===== config.mk =====
export PLATFORM = sky130hd
export DESIGN_NAME = csc_frame_ctrl
export DESIGN_NICKNAME = d
export VERILOG_FILES = /design/src/rtl/csc_pkg.sv /design/src/rtl/edge_det.sv /design/src/rtl/csc_frame_ctrl.sv
export SDC_FILE = /design/constraint.sdc
export NUM_CORES = 1
export LEC_CHECK = 0
export ABC_AREA = 0
export BUFFER_PORTS_ARGS = -buffer_cell sky130_fd_sc_hd__buf_4
export CAP_MARGIN = 10
export CORE_MARGIN = 2
export CORE_UTILIZATION = 44
export DETAILED_ROUTE_END_ITERATION = 10
export GPL_ROUTABILITY_DRIVEN = 0
export PLACE_DENSITY = 0.69
export SYNTH_ARGS = -nofsm -noshare
export SYNTH_HDL_FRONTEND = slang
export SYNTH_HIERARCHICAL = 1
export SYNTH_SLANG_ARGS = --single-unit

===== constraint.sdc =====
create_clock -name pixelclk -period 8.3 [get_ports pixelclk]
set_clock_uncertainty 0.1 [all_clocks]
set_input_delay 2.49 -clock pixelclk [delete_from_list [all_inputs] [get_ports pixelclk]]
set_output_delay 2.49 -clock pixelclk [all_outputs]
set_load 0.005 [all_outputs]

===== src/rtl/csc_pkg.sv =====
// Shared definitions for the colour-space-converter frame control slice:
// FSM encoding, default counter width and converter fixed-point constants.
package csc_pkg;

    localparam int unsigned CNT_W_DEF = 11;

    typedef enum logic [1:0] {
        StIdle   = 2'd0,
        StWaitFb = 2'd1,
        StActive = 2'd2
    } csc_state_e;

    // BT.601 luma weights in unsigned Q1.10
    localparam int unsigned CSC_FRAC_W = 10;
    localparam logic [CSC_FRAC_W:0] CSC_KR = 11'd306;
    localparam logic [CSC_FRAC_W:0] CSC_KG = 11'd601;
    localparam logic [CSC_FRAC_W:0] CSC_KB = 11'd117;

endpackage


===== src/rtl/edge_det.sv =====
// Registered rise/fall detector: compares each input bit against its copy
// from the previous cycle.
module edge_det #(
    parameter int unsigned W = 1
) (
    input  logic         pixelclk,
    input  logic         rst,
    input  logic [W-1:0] sig,
    output logic [W-1:0] rise,
    output logic [W-1:0] fall
);

    logic [W-1:0] sig_q;

    always_ff @(posedge pixelclk) begin
        if (rst) begin
            sig_q <= '0;
        end else begin
            sig_q <= sig;
        end
    end

    assign rise = sig & ~sig_q;
    assign fall = ~sig & sig_q;

endmodule


===== src/rtl/csc_frame_ctrl.sv =====
// Frame controller observing the CSC output timing: tracks pixel coordinates,
// gates an ROI enable, measures frame geometry and flags geometry errors.
module csc_frame_ctrl
    import csc_pkg::*;
#(
    parameter int unsigned CNT_W = CNT_W_DEF
) (
    input  logic             pixelclk,
    input  logic             rst,
    input  logic             cfg_en,
    input  logic             cfg_load,
    input  logic [CNT_W-1:0] cfg_x_start,
    input  logic [CNT_W-1:0] cfg_x_end,
    input  logic [CNT_W-1:0] cfg_y_start,
    input  logic [CNT_W-1:0] cfg_y_end,
    input  logic             i_hsync,
    input  logic             i_vsync,
    input  logic             i_de,
    output logic [CNT_W-1:0] o_x,
    output logic [CNT_W-1:0] o_y,
    output logic             o_roi_de,
    output logic             o_active,
    output logic             o_frame_start,
    output logic             o_frame_done,
    output logic [CNT_W-1:0] o_width,
    output logic [CNT_W-1:0] o_height,
    output logic             o_err
);

    localparam logic [CNT_W-1:0] XMax = '1;

    logic [1:0] rise, fall;
    logic       fb, de_rise, de_fall;

    edge_det #(
        .W(2)
    ) u_edge_det (
        .pixelclk(pixelclk),
        .rst     (rst),
        .sig     ({i_vsync, i_de}),
        .rise    (rise),
        .fall    (fall)
    );

    assign fb      = rise[1];
    assign de_rise = rise[0];
    assign de_fall = fall[0];

    logic unused_sig;
    assign unused_sig = ^{i_hsync, fall[1]};

    csc_state_e state_q, state_d;
    logic [CNT_W-1:0] x_q, y_q, width_ref_q;
    logic [CNT_W-1:0] pend_xs_q, pend_xe_q, pend_ys_q, pend_ye_q;
    logic [CNT_W-1:0] shd_xs_q, shd_xe_q, shd_ys_q, shd_ye_q;
    logic [CNT_W-1:0] x_cur, y_cur, line_len;
    logic             active, start_fb, done_fb, x_sat, err_set, roi_hit;

    always_comb begin
        state_d = state_q;
        case (state_q)
            StIdle:   if (cfg_en) state_d = StWaitFb;
            StWaitFb: if (fb) state_d = StActive;
            StActive: if (fb && !cfg_en) state_d = StIdle;
            default:  state_d = StIdle;
        endcase
    end

    always_comb begin
        active   = (state_q == StActive);
        start_fb = fb && ((state_q == StWaitFb) || (active && cfg_en));
        done_fb  = fb && active;

        // Coordinates of the pixel presented this cycle
        x_cur = x_q;
        if (fb || de_rise) begin
            x_cur = '0;
        end else if (x_q != XMax) begin
            x_cur = x_q + CNT_W'(1);
        end
        y_cur    = fb ? '0 : y_q;
        x_sat    = i_de && !fb && !de_rise && (x_q == XMax);
        line_len = x_q + CNT_W'(1);

        err_set = active && ((de_fall && (y_q != '0) && (line_len != width_ref_q)) ||
                             x_sat || (fb && i_de));

        roi_hit = active && i_de &&
                  (x_cur >= shd_xs_q) && (x_cur <= shd_xe_q) &&
                  (y_cur >= shd_ys_q) && (y_cur <= shd_ye_q);
    end

    assign o_active = active;

    always_ff @(posedge pixelclk) begin
        if (rst) begin
            state_q       <= StIdle;
            x_q           <= '0;
            y_q           <= '0;
            width_ref_q   <= '0;
            pend_xs_q     <= '0;
            pend_xe_q     <= '0;
            pend_ys_q     <= '0;
            pend_ye_q     <= '0;
            shd_xs_q      <= '0;
            shd_xe_q      <= '0;
            shd_ys_q      <= '0;
            shd_ye_q      <= '0;
            o_x           <= '0;
            o_y           <= '0;
            o_roi_de      <= 1'b0;
            o_frame_start <= 1'b0;
            o_frame_done  <= 1'b0;
            o_width       <= '0;
            o_height      <= '0;
            o_err         <= 1'b0;
        end else begin
            state_q <= state_d;

            if (i_de) x_q <= x_cur;
            if (fb) begin
                y_q <= '0;
            end else if (de_fall) begin
                y_q <= y_q + CNT_W'(1);
            end
            if (de_fall && !fb && (y_q == '0)) width_ref_q <= line_len;

            if (cfg_load) begin
                pend_xs_q <= cfg_x_start;
                pend_xe_q <= cfg_x_end;
                pend_ys_q <= cfg_y_start;
                pend_ye_q <= cfg_y_end;
            end
            // A load landing on the starting FB bypasses the pending stage
            if (start_fb) begin
                shd_xs_q <= cfg_load ? cfg_x_start : pend_xs_q;
                shd_xe_q <= cfg_load ? cfg_x_end   : pend_xe_q;
                shd_ys_q <= cfg_load ? cfg_y_start : pend_ys_q;
                shd_ye_q <= cfg_load ? cfg_y_end   : pend_ye_q;
            end

            if (!active) begin
                o_x <= '0;
                o_y <= '0;
            end else if (i_de) begin
                o_x <= x_cur;
                o_y <= y_cur;
            end
            o_roi_de      <= roi_hit;
            o_frame_start <= start_fb;
            o_frame_done  <= done_fb;

            if (done_fb) begin
                o_width  <= width_ref_q;
                o_height <= y_q + CNT_W'(de_fall);
            end

            if (err_set) begin
                o_err <= 1'b1;
            end else if (cfg_load) begin
                o_err <= 1'b0;
            end
        end
    end

endmodule


==> results.md <==
* WL met1 at approximately 8.6 mm
* Fmax at 209 MHz
* Die Width at between 100 and 150 um
* Die height at 138 um
* Starting Density at 45.2%
* TritonCTS buffer count at 17
* Routed Antenna Nets at 0
* Clock sink count at ~170
* Fin cells at 1191
* Rows at between 40 and 50
* Area grow syn2layout at 18.3%
* DR DRC count at 0
* Worst EP arrival at 5.02 ns
* Routed met2 length at ~7.4 mm
* WL per Instance at 14.1 um
* Reg power frac at ~47%
* Power per cell area at 200 nW/um^2
* Clock tree buffer depth at 2
* Synth Net Count at slightly below 1000
* Hold buffers post-CTS at 0
* TritonCTS clock tree: done
* Final Worst Setup Slack at approximately 3.5 ns
* Worst hold slack at 0.357 ns
* VDD IR-drop max at 0.164 mV
* Detailed Route WL at 16.8 mm
* Metal3 WL at 738 um
* Placed Area at 8700 um^2
* Least-Margin Pin Slew at 1.13 ns
* CP Max Fanout at 50
* P_int at 1.42 mW
* RSZ-0062 raised after global routing: no
* Total track usage at 18.4%
* Port Buffers at 98
* Syn Area/Cell at 8.81 um^2
* Worst setup EP type: register
* Core ar. at 17400 um^2
* Iter 0 DRT Violations at 383
* Initial antenna violation count at 0
* Max-cap violations at 0
* Antenna diodes at 0
* Comb pwr share at 8.7%
* Placed cells at 1159
* Clk Latency, worst-skew pair at ~0.43 ns
* Total Neg Setup Slack at 0 ns
* Syn Inst Count at 894
* I/O pin cnt at 100
* Hold Path Class: reg2reg
* Max Slew Vio Count at 0
* Cell leakage power at 3.66 nW
* Tmin final at approximately 4.8 ns
* Final period util at a little under three fifths
* Top sig layer: met4
* Cts repair resizes at 0
* First-pass GRT wire length at 27.3 mm
* Ys Warns at 6
* Detailed Routing Iterations Pass 1 at 5
* Fin nets at ~1100
* Die footprint at ~19000 um^2
* Post-DP HPWL at around 12 mm
* Status: finished clean
* Hold Fails Final Rpt at 0
* Switching Fraction at 23.6%
* Setup violators final at 0
* Via/cell ratio at 5.10
* Mapped Area at 7870 um^2
* Root Driver: clkbuf_16
* Postcts setup bufs at 0
* NetSw at 0.440 mW
* Clk slew on worst S/H paths at about 0.07 ns
* Final Instance Area at 9310 um^2
* Worst EP required at 8.54 ns
* Routed vias at between 6000 and 7000
* Pre-CTS worst setup slack at about 3.1 ns
* Startpoint Class: input pin
* Vias in the first global route at 5540
* Ratio of cells with drive above 1 in the final layout at 14.7%
* Slew headroom at between 20% and 30%
* Gr ovfl total at 0
* Setup CP Type: in2reg
* # H-tree levels at 4
* Clock network fraction of total power at 44.4%
* Largest net degree at the start of global routing at ~90
power by group through the flow:
stage / clock network (mW) / logic [mW] / registers, mW
final: 0.827 / 0.161 / 0.876
after global routing: 0.886 / 0.183 / 0.879
after CTS: 0.846 / 0.164 / 0.876
after detailed placement: 0 / 0.163 / 0.895
after global placement: 0 / 0.160 / 0.893
after floorplan: 0 / 0.117 / 0.890
registers in the layout, summed over array words and instances, names as in the netlist:
signal            flops
pend_ys_q            11
state_q               2
u_edge_det/sig_q      2
o_x                  11
o_err                 1
o_frame_done          1
pend_xs_q            11
shd_ye_q             11
o_height             11
o_y                  11
shd_ys_q             11
width_ref_q          11
o_frame_start         1
y_q                  11
o_roi_de              1
shd_xe_q             11
pend_ye_q            11
x_q                  11
shd_xs_q             11
o_width              11
pend_xe_q            11
critical path, stage by stage:
cell,delay [ns]
buf_4,0.42
nor2b_1,0.26
or2_2,0.29
a21oi_1,0.15
ha_1,0.34
and4_1,0.19
nand2_1,0.08
a2111oi_0,0.41
nor3_1,0.10
nor4_1,0.27
layout make-up:
class	instances	area, um^2
clock buffer	20	457
inverter	50	188
fill	1645	8100
clock inverter	12	160
tap	225	282
multi-input combinational	609	4000
timing repair buffer	102	766
sequential	173	3460
path summary, 6_finish.rpt:
path | from | to | slack (ns) | cells after the start
setup / recovery | i_de | o_roi_de$_SDFF_PP0_ | 3.52 | 10
hold / removal | o_width[6]$_SDFFE_PP0P_ | o_width[6]$_SDFFE_PP0P_ | 0.36 | 2
setup reg to reg | x_q[0]$_SDFFE_PP0P_ | o_roi_de$_SDFF_PP0_ | 4.57 | 12
hold reg to reg | o_width[6]$_SDFFE_PP0P_ | o_width[6]$_SDFFE_PP0P_ | 0.36 | 2
cell usage in the layout, fill, tap and decap left out, types with 15 or more instances in the layout:
cell,count
a211oi_1,63
a21oi_1,59
buf_4,102
clkbuf_16,17
dfxtp_1,173
ha_1,48
inv_1,49
mux2i_1,61
nand2_1,55
nand2b_1,19
nand3_1,15
nor2_1,142
nor2b_1,22
xnor2_1,18
xor2_1,16
layer usage:
| metal | vias up | GRT usage [%] |
|---|---|---|
| met4 | 0 | 6.92 |
| met3 | 16 | 3.90 |
| met2 | 110 | 27.6 |
| met1 | 2759 | 25.8 |
| li1 | 3195 | - |
| met5 | - | 0 |
stage by stage:
stage                     util, %  total power, mW
after floorplan                 -             1.01
after global placement       49.9             1.05
final                        53.5             1.86
after CTS                    53.5             1.89
after detailed placement     49.9             1.06
after global routing         53.5             1.95
No activity file was read; power rests on OpenSTA's default activity.
